`config.mk`:
```
export PLATFORM = sky130hd
export DESIGN_NAME = seq_divider
export DESIGN_NICKNAME = d
export VERILOG_FILES = /design/src/rtl/seq_divider_pkg.sv /design/src/rtl/seq_divider_div_step.sv /design/src/rtl/seq_divider.sv
export SDC_FILE = /design/constraint.sdc
export NUM_CORES = 1
export LEC_CHECK = 0
export BUFFER_PORTS_ARGS = -buffer_cell sky130_fd_sc_hd__clkbuf_2
export CAP_MARGIN = 20
export CORE_MARGIN = 1.5
export CORE_UTILIZATION = 47
export CTS_BUF_LIST = sky130_fd_sc_hd__clkbuf_8
export CTS_CLUSTER_SIZE = 12
export DETAILED_ROUTE_END_ITERATION = 12
export GPL_TIMING_DRIVEN = 0
export PLACE_DENSITY_LB_ADDON = 0.15
export REMOVE_ABC_BUFFERS = 1
export SLEW_MARGIN = 40
export SYNTH_ARGS = -nofsm -noshare
export SYNTH_HDL_FRONTEND = slang
export SYNTH_SLANG_ARGS = --single-unit
```
`constraint.sdc`:
```
create_clock -name clk -period 2.48 [get_ports clk]
set_input_delay 0 -clock clk [delete_from_list [all_inputs] [get_ports clk]]
set_output_delay 0 -clock clk [all_outputs]
set_load 0.02 [all_outputs]
```
`src/rtl/seq_divider_pkg.sv`:
```
// seq_divider_pkg: shared widths and FSM state encodings for the sequential
// restoring divider and anything that talks to it.
package seq_divider_pkg;

  localparam int DEF_WIDTH_N = 32;  // dividend / quotient width
  localparam int DEF_WIDTH_D = 16;  // divisor / remainder width

  typedef enum logic [1:0] {
    DIV_IDLE = 2'd0,
    DIV_CALC = 2'd1,
    DIV_DONE = 2'd2
  } div_state_t;

endpackage

```
`src/rtl/seq_divider_div_step.sv`:
```
// div_step: one combinational restoring-division step. The partial remainder
// is shifted left with the next dividend bit appended; if the result is not
// below the divisor, the divisor is subtracted and the quotient bit is 1.
module div_step #(
  parameter int WIDTH_D = 16
) (
  input  logic [WIDTH_D:0]   rem_in,
  input  logic               bit_in,
  input  logic [WIDTH_D-1:0] divisor,
  output logic [WIDTH_D:0]   rem_out,
  output logic               q_bit
);

  logic [WIDTH_D+1:0] shifted_s;
  logic [WIDTH_D+1:0] divisor_ext_s;

  // Shift-in, trial compare and conditional subtract for a single quotient bit
  always_comb begin
    shifted_s     = {rem_in, bit_in};
    divisor_ext_s = {2'b00, divisor};
    if (shifted_s >= divisor_ext_s) begin
      rem_out = (WIDTH_D + 1)'(shifted_s - divisor_ext_s);
      q_bit   = 1'b1;
    end else begin
      // A zero divisor always takes the branch above, so the remainder
      // register simply collects the low dividend bits in that case.
      rem_out = (WIDTH_D + 1)'(shifted_s);
      q_bit   = 1'b0;
    end
  end

endmodule

```
`src/rtl/seq_divider.sv`:
```
// seq_divider: unsigned sequential restoring divider, one quotient bit per
// cycle, MSB first. Result is strobed by a one-cycle valid.
// Optional feature macro: SEQ_DIVIDER_DIVZERO_EN -- when defined, a zero
// divisor skips the iteration, returns in one cycle and raises div_zero.
module seq_divider
  import seq_divider_pkg::*;
#(
  parameter int WIDTH_N = DEF_WIDTH_N,
  parameter int WIDTH_D = DEF_WIDTH_D
) (
  input  logic               clk,
  input  logic               reset,
  input  logic               start,
  input  logic [WIDTH_N-1:0] dividend,
  input  logic [WIDTH_D-1:0] divisor,
  output logic               busy,
  output logic               valid,
  output logic [WIDTH_N-1:0] quotient,
  output logic [WIDTH_D-1:0] remainder,
  output logic               div_zero
);

  localparam int CNT_W = (WIDTH_N > 1) ? $clog2(WIDTH_N) : 1;
  localparam logic [CNT_W-1:0] CNT_ONE  = CNT_W'(1);
  localparam logic [CNT_W-1:0] CNT_LAST = CNT_W'(WIDTH_N - 1);

  div_state_t         state_r;
  div_state_t         state_s;
  logic [CNT_W-1:0]   cnt_r;
  logic [WIDTH_N-1:0] dvd_r;        // dividend shifts out MSB first, quotient shifts in
  logic [WIDTH_D-1:0] dsr_r;
  logic [WIDTH_D:0]   rem_r;        // partial remainder, one bit wider than divisor
  logic [WIDTH_N-1:0] quotient_r;
  logic [WIDTH_D-1:0] remainder_r;
  logic               div_zero_r;

  logic               accept_s;
  logic               zero_start_s;
  logic               last_step_s;
  logic [WIDTH_D:0]   step_rem_s;
  logic               step_q_s;
  logic               busy_s;
  logic               valid_s;

  assign accept_s    = start && ((state_r == DIV_IDLE) || (state_r == DIV_DONE));
  assign last_step_s = (state_r == DIV_CALC) && (cnt_r == CNT_LAST);

`ifdef SEQ_DIVIDER_DIVZERO_EN
  assign zero_start_s = accept_s && (divisor == {WIDTH_D{1'b0}});
`else
  assign zero_start_s = 1'b0;
`endif

  div_step #(
    .WIDTH_D (WIDTH_D)
  ) u_step (
    .rem_in  (rem_r),
    .bit_in  (dvd_r[WIDTH_N-1]),
    .divisor (dsr_r),
    .rem_out (step_rem_s),
    .q_bit   (step_q_s)
  );

  // State register; reset takes priority over a simultaneous start
  always_ff @(posedge clk) begin
    if (reset) begin
      state_r <= DIV_IDLE;
    end else begin
      state_r <= state_s;
    end
  end

  // Next-state logic: start is only honoured from IDLE or DONE
  always_comb begin
    state_s = state_r;
    case (state_r)
      DIV_IDLE, DIV_DONE: begin
        if (start) begin
          if (zero_start_s) begin
            state_s = DIV_DONE;
          end else begin
            state_s = DIV_CALC;
          end
        end else begin
          state_s = DIV_IDLE;
        end
      end
      DIV_CALC: begin
        if (last_step_s) begin
          state_s = DIV_DONE;
        end else begin
          state_s = DIV_CALC;
        end
      end
      default: begin
        state_s = DIV_IDLE;
      end
    endcase
  end

  // Status outputs decode directly from the state register
  always_comb begin
    busy_s  = 1'b0;
    valid_s = 1'b0;
    case (state_r)
      DIV_CALC: begin
        busy_s  = 1'b1;
        valid_s = 1'b0;
      end
      DIV_DONE: begin
        busy_s  = 1'b0;
        valid_s = 1'b1;
      end
      default: begin
        busy_s  = 1'b0;
        valid_s = 1'b0;
      end
    endcase
  end

  // Operand capture, iteration datapath and held result registers
  always_ff @(posedge clk) begin
    if (reset) begin
      cnt_r       <= {CNT_W{1'b0}};
      dvd_r       <= {WIDTH_N{1'b0}};
      dsr_r       <= {WIDTH_D{1'b0}};
      rem_r       <= {(WIDTH_D + 1){1'b0}};
      quotient_r  <= {WIDTH_N{1'b0}};
      remainder_r <= {WIDTH_D{1'b0}};
      div_zero_r  <= 1'b0;
    end else begin
      // div_zero is a strobe that accompanies valid only
      div_zero_r <= 1'b0;
      if (accept_s) begin
        cnt_r <= {CNT_W{1'b0}};
        dvd_r <= dividend;
        dsr_r <= divisor;
        rem_r <= {(WIDTH_D + 1){1'b0}};
        if (zero_start_s) begin
          quotient_r  <= {WIDTH_N{1'b1}};
          remainder_r <= dividend[WIDTH_D-1:0];
          div_zero_r  <= 1'b1;
        end else begin
          quotient_r  <= quotient_r;
          remainder_r <= remainder_r;
        end
      end else if (state_r == DIV_CALC) begin
        cnt_r <= cnt_r + CNT_ONE;
        dvd_r <= {dvd_r[WIDTH_N-2:0], step_q_s};
        rem_r <= step_rem_s;
        if (last_step_s) begin
          quotient_r  <= {dvd_r[WIDTH_N-2:0], step_q_s};
          remainder_r <= step_rem_s[WIDTH_D-1:0];
        end else begin
          quotient_r  <= quotient_r;
          remainder_r <= remainder_r;
        end
      end else begin
        cnt_r <= cnt_r;
      end
    end
  end

  assign busy      = busy_s;
  assign valid     = valid_s;
  assign quotient  = quotient_r;
  assign remainder = remainder_r;
  assign div_zero  = div_zero_r;

endmodule

```
# After elaboration in Yosys (flattened, before gate mapping)
# Index checks and enable logic that the tools add are counted.
# totals
register_bits,120
in_bits,51
# classes
n_addsub,2
magnitude_cmp,1
eq_ne,3
muxes,9
bitwise,1
n_reduce_logical,8
# ops
op,n
32-bit 2-to-1 mux,2
18-bit by 16-bit greater-or-equal comparator with 1-bit output,1
17-bit 2-to-1 mux,1
17-bit by 16-bit subtractor with 17-bit output,1
"5-bit by 1-bit adder with 5-bit output, second input constant",1
"5-bit == test, second input constant",1
1-bit 2-to-1 mux,4
2-bit case mux with 2 select lines,1
2-bit OR reduction,2
3-bit AND reduction,1
"2-bit by 1-bit == test with 1-bit output, second input constant",1
"2-bit == test, second input constant",1
1-bit logical AND,2
2-bit logical NOT,1
2-bit 2-to-1 mux,1
2-bit nonzero test,1
1-bit logical OR,1
1-bit inverter,1

# Longest topological paths before layout
# logic_depth
depth_word,5
mapped_depth,12
mapped_depth_nobuf,11

# By module
# A second synthesis with hierarchy kept.
# unflattened
cells_unflattened,705
area_unflattened_um2,5481.5
# by_module_without_submodules
mod,n_inst,cells_each,area_each_um2,seq_area_each_um2
seq_divider,1,546,4413.0,2402.3
div_step,1,159,1068.5,0.0

# Worst setup path before layout
# No wires, ideal clock.
# synth_path
path_kind,reg2reg
startpoint,register dvd_r[31]
endpoint,register rem_r[16]
setup_time_ns,0.070
arrival_ns,2.445
required_ns,2.410
slack_ns,-0.035
path_stages_with_launch,12
path_buffers,0
cell_sequence,dfxtp_1 inv_1 ha_1 inv_1 fa_1 a21o_1 a221o_1 o311ai_2 nor3b_2 o31ai_1 or3_1 a21oi_1
# synth_via
elab_chain_len,2
word_cells_on_any_way,3
cone_classes,add/sub: 1; order compare: 1; mux: 1
# synth_rtl
item,line,text
from (decl),seq_divider.sv:30,logic [WIDTH_N-1:0] dvd_r;
from (signal assigned),seq_divider.sv:125,dvd_r <= {WIDTH_N{1'b0}};
from (signal assigned),seq_divider.sv:136,dvd_r <= dividend;
from (signal assigned),seq_divider.sv:149,"dvd_r <= {dvd_r[WIDTH_N-2:0], step_q_s};"
17-bit by 16-bit subtractor with 17-bit output or 18-bit by 16-bit greater-or-equal comparator with 1-bit output (tied branches),"seq_divider_div_step.sv:22, seq_divider_div_step.sv:21",
17-bit 2-to-1 mux (*),seq_divider_div_step.sv:21,if (shifted_s >= divisor_ext_s) begin
to (signal assigned),seq_divider.sv:127,rem_r <= {(WIDTH_D + 1){1'b0}};
to (signal assigned),seq_divider.sv:138,rem_r <= {(WIDTH_D + 1){1'b0}};
to (signal assigned),seq_divider.sv:150,rem_r <= step_rem_s;
to (decl),seq_divider.sv:32,logic [WIDTH_D:0] rem_r;
# Every way passes the cells marked *; elsewhere a longest branch is shown, timed or not.
# A chain may end at the register's enable or synchronous reset.

# Worst setup path after layout
# Same ends and word-level chain as after synthesis.

==> metrics <==
outcome=finished with violations; failing checks=setup timing; core area=approximately 0.011 mm^2; post-synth top area cell=dfxtp_1; # nets final=894; crit path time final=about 2700 ps; setup TNS=-3390 ps; prevailing post-synth register cell=dfxtp_1; Fillers=between 900 and 1000; Wirelength per Cell=around 15 um; synth top area cells=dfxtp_1 (45%), nand2_1 (12%), a21oi_1 (8.5%), ha_1 (4.2%), nor2_1 (3.6%); share of post-route cells with drive strength above 1=around a quarter; CTS tree=yes; Pins Over Slew Limit=0; FF+latch area=about 0.0024 mm^2; first-pass GRT wire length=22900 um; post-route core utilization=between 60% and 70%; Yosys reg bits=between 100 and 150; Leak=slightly below 3 nW; GPL Wtd Cong=0.843; grt ovf=0; mapped cell area=approximately 0.0054 mm^2; DP Wirelength=8570 um; remaining antenna violation count=0; max-cap viol count=0; CTS Root Cell=clkbuf_8; area grow syn2layout=35.7%; critical path required time=approximately 2900 ps; Die Ht=110 um; Antenna Cells=0; number of remaining DRC errors=0; pin slew with the least headroom to its limit=~800 ps; area of the multi-input gates=0.00296 mm^2; num ports=102; vias in the first global route=4936; top cells by count, synth=nand2_1 (167), dfxtp_1 (120), a21oi_1 (91), nor2_1 (51), clkbuf_1 (39); first-pass detailed-route iteration total=4; final worst path period share=111%; Post-synth EDFFs=0; Yosys warnings=0; Fin Clk Skew=between 10 and 15 ps; final hold violations=0; PortBufs=100; Synth Instances=683; CTS buffer count=17; initial antenna violation count=0; via count=~5300; Longest Clk Path Bufs=2; Vias/cell=around 5.4; Async S/R FF share, synth=0%; top-count cell post-synth=nand2_1; Synth top area share=between 40% and 50%; RSZ-0062 raised after global routing=true; Worst-Skew Late Latency=about 440 ps; DIE AREA=roughly 0.012 mm^2; H-tree Lvls=4; f_max=365 MHz; clk sinks=120; Most Frequent Cell on Critical Path=inv_2; Worst Setup Start Kind=flop; Critical Path AT=approximately 3100 ps; Final setup viols=28; worst vdd ir=0.413 mV; power per cell area=roughly 750 mW/mm^2; GRT Overall Usage=24.3%; largest net degree at the start of global routing=between 80 and 90; Max stage delay on crit path=about 370 ps; hold path start=start; hold crit path type=input port to flop; row cnt=38; cell class contributing the biggest share of worst-path delay=compound AO/OA/AOI/OAI gates; crit path kind=flop to flop; worst-path cell chain=inv_2 -> ha_4 -> inv_2 -> fa_2 -> a21o_1 -> a221o_1 -> o311ai_2 -> nor3b_4 -> o31ai_2 -> or3_4 -> a21oi_2; slowest stage cell, crit path=fa_2; worst setup margin=-262 ps; Post-Route WL=about 15000 um; post-synthesis cell type count=44; maximum fanout along the worst path=3; Worst setup EP type=flop; initial drt markers=280; WP buf/inv=2; clk slew on worst S/H paths=roughly 70 ps; slew margin rel.=46.7%; Initial Util=between 40% and 50%; Post-Syn Area per Cell=about 7.9 um^2; sequential cell area fraction in the yosys report=roughly 45%; Setup crit start=dvd_r[31]$_SDFFE_PP0P_; reg-to-reg startpoint=dvd_r[31]$_SDFFE_PP0P_; Die Wd=110 um
-- worst reg2reg max path: stages (launching register included) --
cell	delay, ps
dfxtp_2	330
inv_2	60
ha_4	120
inv_2	30
fa_2	370
a21o_1	210
a221o_1	340
o311ai_2	310
nor3b_4	310
o31ai_2	120
or3_4	350
a21oi_2	140
-- flip-flops by register name (all words and copies together), names as in the netlist --
signal / flops
dvd_r: 32
quotient: 32
rem_r: 17
dsr_r: 16
remainder: 16
cnt_r: 5
state_r: 2
-- placed cells by master (no fill, tap or decap), types with 19 or more instances in the layout --
| cell | n |
|---|---|
| clkbuf_8 | 25 |
| nand2_1 | 164 |
| nor2_1 | 45 |
| o21ai_0 | 31 |
| dfxtp_1 | 118 |
| clkbuf_2 | 99 |
| dlygate4sd3_1 | 48 |
| a21oi_1 | 86 |
| inv_1 | 22 |
| a311oi_1 | 19 |
-- cells by family after synthesis --
group / after synthesis / synth area share [%]
simple gates: 248 / 18.7
compound gates: 199 / 22.5
flops: 120 / 44.7
buf+inv: 72 / 5.28
fa+ha+maj: 19 / 4.56
xor+xnor: 14 / 2.28
mux: 10 / 1.91
other cells: 1 / 0.0697
-- per-stage QoR --
stage               hold slack (ps)  area (um^2)  cells  setup slack (ps)  power [mW]
floorplan                      69.1         5180    634             -1110        2.81
global placement                225         5860    874             -2820        3.06
detailed placement              231         6000    882              -556        3.12
CTS                            24.4         7080    973              -150        5.18
global route                   51.3         7300    977              -406        5.74
finish                         33.1         7300    977              -262        5.50
-- repair_timing --
action / 4_1_cts / 5_1_grt
endpoints found under the setup margin: 35 / 34
setup buffers: 13 / 4
gates resized for setup: 26 / 41
hold buffers: 48 / 0
gates cloned: 0 / 0
pin swaps: 13 / 17
hold endpoints to repair: 48 / 0
-- cell type report --
cell class / count / area share (%)
tap: 140 / 2.40
inverter: 23 / 1.22
clock inverter: 8 / 1.27
timing repair buffer: 171 / 17.1
multi-input combinational: 491 / 40.5
sequential: 120 / 32.9
clock buffer: 24 / 4.53
-- routing by layer --
| layer | vias to the layer above | GRT usage (%) | part of all wire, % |
|---|---|---|---|
| met2 | 186 | 40.4 | 50 |
| li1 | 2638 | - | - |
| met3 | 24 | 6.40 | 6.8 |
| met5 | - | 0 | 0 |
| met4 | 0 | 9.00 | 1.6 |
| met1 | 2467 | 30.1 | 42 |
-- power by group --
| group | total, mW | internal [mW] | switching, mW |
|---|---|---|---|
| Combinational | 1.58 | 0.757 | 0.820 |
| Sequential | 2.08 | 2.01 | 0.0684 |
| Clock | 1.84 | 1.07 | 0.774 |
-- path summary, 6_finish.rpt --
| check | to | slack (ps) | depth (start not counted) |
|---|---|---|---|
| worst max-delay path | rem_r[16]$_SDFFE_PP0P_ | -260 | 11 |
| worst min-delay path | dvd_r[31]$_SDFFE_PP0P_ | 30 | 3 |
| worst max register to register | rem_r[16]$_SDFFE_PP0P_ | -260 | 11 |
| worst min register to register | quotient[17]$_SDFFE_PP0P_ | 450 | 2 |
Power figures use the tool's default switching activity.
